### config.mk
export PLATFORM = sky130hd
export DESIGN_NAME = cache_control
export DESIGN_NICKNAME = d
export VERILOG_FILES = /design/src/rtl/cache_control.sv
export SDC_FILE = /design/constraint.sdc
export NUM_CORES = 1
export LEC_CHECK = 0
export CAP_MARGIN = 20
export CORE_MARGIN = 1.5
export CORE_UTILIZATION = 28
export CTS_BUF_LIST = sky130_fd_sc_hd__clkbuf_4
export DETAILED_ROUTE_END_ITERATION = 16
export PLACE_DENSITY = 0.82
export SLEW_MARGIN = 20
export SYNTH_ARGS = -nofsm -noshare
export SYNTH_HDL_FRONTEND = slang
export SYNTH_SLANG_ARGS = --single-unit
### constraint.sdc
create_clock -name clk -period 1.85 [get_ports clk]
set_input_delay 0.37 -clock clk [delete_from_list [all_inputs] [get_ports clk]]
set_output_delay 0.37 -clock clk [all_outputs]
set_load 0.02 [all_outputs]
### src/rtl/cache_control.sv
// cache_control: control FSM for a 2-way set-associative write-back cache.
// Drives the arrays' shared index/read strobe and per-way loads, and
// sequences victim writeback and line refill over the physical-memory port.
module cache_control #(
    parameter int s_offset = 5,
    parameter int s_index  = 3
) (
    input  logic               clk,
    input  logic               rst,
    // CPU side; mem_read/mem_write are held until mem_resp
    input  logic               mem_read,
    input  logic               mem_write,
    input  logic [31:0]        mem_address,
    output logic               mem_resp,
    // array control
    output logic [s_index-1:0] index,
    output logic               array_read,
    input  logic [1:0]         tag_hit,
    input  logic [1:0]         valid,
    input  logic [1:0]         dirty,
    input  logic               lru,
    output logic [1:0]         way_load,
    output logic [1:0]         dirty_load,
    output logic               dirty_in,
    output logic               lru_load,
    output logic               lru_in,
    output logic               data_sel,
    output logic               wb_way,
    output logic               pmem_addr_sel,
    // physical memory; a strobe is held until pmem_resp, which ends the transfer
    output logic               pmem_read,
    output logic               pmem_write,
    input  logic               pmem_resp
);

    typedef enum logic [2:0] {
        IDLE      = 3'd0,
        TAG_CHECK = 3'd1,
        WRITEBACK = 3'd2,
        FETCH     = 3'd3,
        REREAD    = 3'd4
    } state_e;

    state_e             state_q, state_d;
    logic [s_index-1:0] idx_q, idx_d;
    logic               victim_q, victim_d;
    logic               hit_way;

    // Only the index field of the CPU address matters here; the tag is compared in the datapath.
    logic unused_addr_bits;
    assign unused_addr_bits = ^{mem_address[31:s_offset+s_index], mem_address[s_offset-1:0]};

    // Way 0 takes priority if both ways report a hit.
    assign hit_way = ~tag_hit[0];

    // State, latched set index and latched victim way.
    always_ff @(posedge clk) begin
        if (rst) begin
            state_q  <= IDLE;
            idx_q    <= '0;
            victim_q <= 1'b0;
        end else begin
            state_q  <= state_d;
            idx_q    <= idx_d;
            victim_q <= victim_d;
        end
    end

    // Next-state and output decode; everything is held at zero while rst is high.
    always_comb begin
        state_d       = state_q;
        idx_d         = idx_q;
        victim_d      = victim_q;
        mem_resp      = 1'b0;
        index         = idx_q;
        array_read    = 1'b0;
        way_load      = 2'b00;
        dirty_load    = 2'b00;
        dirty_in      = 1'b0;
        lru_load      = 1'b0;
        lru_in        = 1'b0;
        data_sel      = 1'b0;
        wb_way        = 1'b0;
        pmem_addr_sel = 1'b0;
        pmem_read     = 1'b0;
        pmem_write    = 1'b0;

        if (rst) begin
            index = '0;
        end else begin
            case (state_q)
                IDLE: begin
                    index      = mem_address[s_offset+s_index-1:s_offset];
                    array_read = 1'b1;
                    if (mem_read || mem_write) begin
                        idx_d   = mem_address[s_offset+s_index-1:s_offset];
                        state_d = TAG_CHECK;
                    end
                end
                TAG_CHECK: begin
                    if (|tag_hit) begin
                        mem_resp = 1'b1;
                        lru_load = 1'b1;
                        lru_in   = ~hit_way;
                        // A write (including read+write) merges CPU data into the hit way.
                        if (mem_write) begin
                            way_load   = hit_way ? 2'b10 : 2'b01;
                            dirty_load = hit_way ? 2'b10 : 2'b01;
                            dirty_in   = 1'b1;
                            data_sel   = 1'b0;
                        end
                        state_d = IDLE;
                    end else begin
                        victim_d = lru;
                        state_d  = (valid[lru] && dirty[lru]) ? WRITEBACK : FETCH;
                    end
                end
                WRITEBACK: begin
                    pmem_write    = 1'b1;
                    pmem_addr_sel = 1'b1;
                    wb_way        = victim_q;
                    if (pmem_resp) begin
                        state_d = FETCH;
                    end
                end
                FETCH: begin
                    pmem_read     = 1'b1;
                    pmem_addr_sel = 1'b0;
                    wb_way        = victim_q;
                    if (pmem_resp) begin
                        way_load   = victim_q ? 2'b10 : 2'b01;
                        dirty_load = victim_q ? 2'b10 : 2'b01;
                        dirty_in   = 1'b0;
                        data_sel   = 1'b1;
                        state_d    = REREAD;
                    end
                end
                REREAD: begin
                    // Arrays only refresh dataout on a read, so re-read before the hit check.
                    array_read = 1'b1;
                    state_d    = TAG_CHECK;
                end
                default: begin
                    state_d = IDLE;
                end
            endcase
        end
    end

endmodule

==> run_results.csv <==
group,metric,value,unit
worst_setup_path,worstReg2RegEnd,"idx_q[1]$_SDFFE_PP0P_",
logic_synthesis,synth_seq_area_share,25.75,%
sta,tns,0,ps
global_routing,grt_pass1_vias,714,
sta,fmax,547.0,MHz
routing,wl,1.824,mm
placed_design,dpl-instance-area,973.4,µm²
floorplanning,start_util,30.53,%
logic_synthesis,yosys.area_share.simple,42.99,%
logic_synthesis,synth_warnings,0,
logic_synthesis,synth.area.mux_share,0,%
worst_setup_path,cp_max_fo,7,
finish,fin_util,57.19,%
routing,first_pass_iters,4,
floorplanning,core.rowCount,15,
worst_hold_path,holdPathStages,2,
routing,wire_per_inst,12.49,µm
routing,vias,732,
worst_setup_path,arrival,1460,ps
clocking,cts.sinks,7,
worst_setup_path,r2r_slack,410,ps
worst_setup_path,critical_path_class,"register to primary output",
logic_synthesis,ys_ff_latch,7,
clocking,cts_tree,"done",
placed_design,gp_congestion,0.8020,
worst_hold_path,hp-start,"idx_q[0]$_SDFFE_PP0P_",
worst_setup_path,critPathRequiredTime,1480,ps
pwr,ir_drop,0.3225,mV
logic_synthesis,synth_xor_area_share,0,%
finish,fill_cells,161,
floorplanning,chipWidth,47.09,µm
worst_setup_path,startpoint_type,"register",
placed_design,place.detailed.hpwl,1.403,mm
routing,ant_nets,0,
logic_synthesis,synth_top_family_by_area,"simple AND/OR/NAND/NOR gates",
finish,syn2layout_area_growth,87.36,%
pwr,power,0.6329,mW
floorplanning,coreArea,0.001783,mm²
sta,final_max_slew_viol_count,0,
logic_synthesis,syn_area,544.3,µm²
logic_synthesis,synth_compound_area_share,21.15,%
worst_hold_path,hold_end,"idx_q[0]$_SDFFE_PP0P_",
logic_synthesis,synth_fa_ha_area_share,0,%
logic_synthesis,synth_nets,118,
worst_setup_path,r2r_cells,5,
worst_setup_path,setup.worst_path.end_class,"primary output",
global_routing,grt_max_degree,14,
pwr,switchingPower,0.2148,mW
logic_synthesis,async_flop_share,0,%
clocking,postCtsHoldBufs,0,
clocking,clk_pin_slew,50,ps
placed_design,port_buffers,31,
sta,worstMarginPinSlew,273.5,ps
sta,min_period_over_period,98.81,%
logic_synthesis,yosysUniqueCellTypes,31,
floorplanning,io_pins,61,
pwr,netSwitchingFraction,33.94,%
routing,viasPerCell,5.014,
finish,antennaDiodeCount,0,
sta,setup_viol,0,
placed_design,placed_cells,140,
sta,max_slew_margin,81.66,%
pwr,p_seq_share,29.3,%
clocking,clockRootBuffer,"clkbuf_4",
global_routing,antenna_found_initial,0,
sta,fin_crit,1828,ps
logic_synthesis,synth-edff-count,0,
pwr,p_comb_share,47.2,%
finish,drive_above_1_share,45.45,%
finish,multi_input_area,391.6,µm²
logic_synthesis,synth_ff_type,"dfxtp_1",
clocking,cts_buffers,3,
job,cap_violations,0,
global_routing,grt_overflow,0,
pwr,leakage,0.4582,nW
routing,route.detailed.drc,0,
finish,regArea,148.9,µm²
pwr,clock_power_share,23.5,%
routing,drtIter0Drc,4,
worst_setup_path,r2r_start,"state_q[0]$_SDFFE_PP0P_",
outcome,outcome,"finished clean",
sta,hold_viol_final,0,
sta,rsz0062_at_grt,"true",
global_routing,track_usage,18.79,%
clocking,clock_latency,250,ps
clocking,clk_path_buf_depth,2,
finish,finalNetCount,166,
sta,fin_skew,2.759,ps
finish,final_cell_area,0.001020,mm²
clocking,htreeDepth,1,
floorplanning,die_h,47.09,µm
floorplanning,die_area,0.002217,mm²
pwr,powerDensity,620.6,mW/mm²
worst_hold_path,min_path_type,"register to register",
finish,stdcell_count,146,
pwr,p_int,0.4181,mW
global_routing,grt_pass1_wl,2.925,mm
logic_synthesis,syn_avg_cell_area,7.355,µm²
logic_synthesis,syn_inst,74,
[cell usage after synthesis, types with 2 or more instances]
cell / count / area share, %
nand3_1: 6 / 5.5
nand4b_1: 2 / 3.2
buf_4: 5 / 6.9
and3_1: 2 / 2.3
nor2_1: 7 / 4.8
dfxtp_1: 7 / 26
a21oi_1: 9 / 8.3
o21ai_0: 3 / 2.8
nand2_1: 10 / 6.9
nor3_1: 2 / 1.8
[sequential cells by signal, summed over array words and instances, names as in the netlist]
| register | flops |
|---|---|
| idx_q | 3 |
| state_q | 3 |
| victim_q | 1 |
[critical path: stages (launching register included)]
cell,delay (ps)
dfxtp_4,360
buf_4,140
or3_4,400
nand2_2,90
a21oi_2,60
buf_4,160
[worst max-delay path by stage]
stage	from	slack (ps)	endpoint	cells after the start
after floorplan	state_q[2]$_SDFFE_PP0P_	60	way_load[1]	4
final	state_q[0]$_SDFFE_PP0P_	20	index[0]	5
after CTS	state_q[1]$_SDFFE_PP0P_	40	index[1]	6
after global routing	rst	-20	mem_resp	4
after global placement	pmem_resp	-520	dirty_load[0]	5
after detailed placement	rst	-620	dirty_load[1]	6
[placed cells by master (no fill, tap or decap), types with 3 or more instances in the layout]
cell | netlist | routed
buf_4 | 5 | 23
clkdlybuf4s50_1 | 0 | 10
dlygate4sd2_1 | 0 | 9
nand2_1 | 10 | 7
nand3_1 | 6 | 6
a21oi_2 | 0 | 5
nor2_1 | 7 | 5
a21oi_1 | 9 | 4
clkbuf_4 | 0 | 4
dfxtp_1 | 7 | 4
nand2_2 | 0 | 3
o21ai_0 | 3 | 3
buf_2 | 1 | 3
clkbuf_2 | 1 | 3
[routing by layer]
layer	up-vias	wire length, µm	global-route usage, %
li1	358	-	-
met1	358	782	20.14
met2	14	991	34.52
met3	2	36	3.462
met4	0	14	10.00
met5	-	0	0
[logic make-up (layout without fill, tap and decap cells)]
| group | Yosys count | count (layout) |
|---|---|---|
| compound gates | 18 | 18 |
| flops | 7 | 7 |
| simple gates | 40 | 40 |
| buf+inv | 9 | 56 |
[stage by stage]
stage                     hold WS, ps  setup WS (ps)
final                           495.6          22.00
after global routing            514.4         -22.07
after detailed placement        477.8         -617.9
after CTS                       485.4          35.06
after floorplan                 454.1          63.64
after global placement          479.1         -522.8
[timing repair]
item,4_1_cts,5_1_grt
pin swaps,4,1
setup buffers,2,0
gates resized for setup,56,20
setup endpoints to repair,17,10
gates cloned,0,0
hold endpoints to repair,0,0
[power groups by stage]
stage / Clock (mW) / Sequential, mW / Combinational [mW]
finish: 0.149 / 0.185 / 0.299
global route: 0.160 / 0.187 / 0.322
CTS: 0.159 / 0.182 / 0.282
detailed placement: 0 / 0.183 / 0.288
global placement: 0 / 0.183 / 0.281
floorplan: 0 / 0.174 / 0.149
[cell type report]
| type | count | area share, % |
|---|---|---|
| clock buffers | 4 | 2.945 |
| flip-flops and latches | 7 | 14.60 |
| well taps | 25 | 3.067 |
| repair buffers | 51 | 40.61 |
| inverters | 1 | 0.3681 |
| multi-input cells | 58 | 38.40 |
Note: power is estimated with default switching activity, not from simulation.
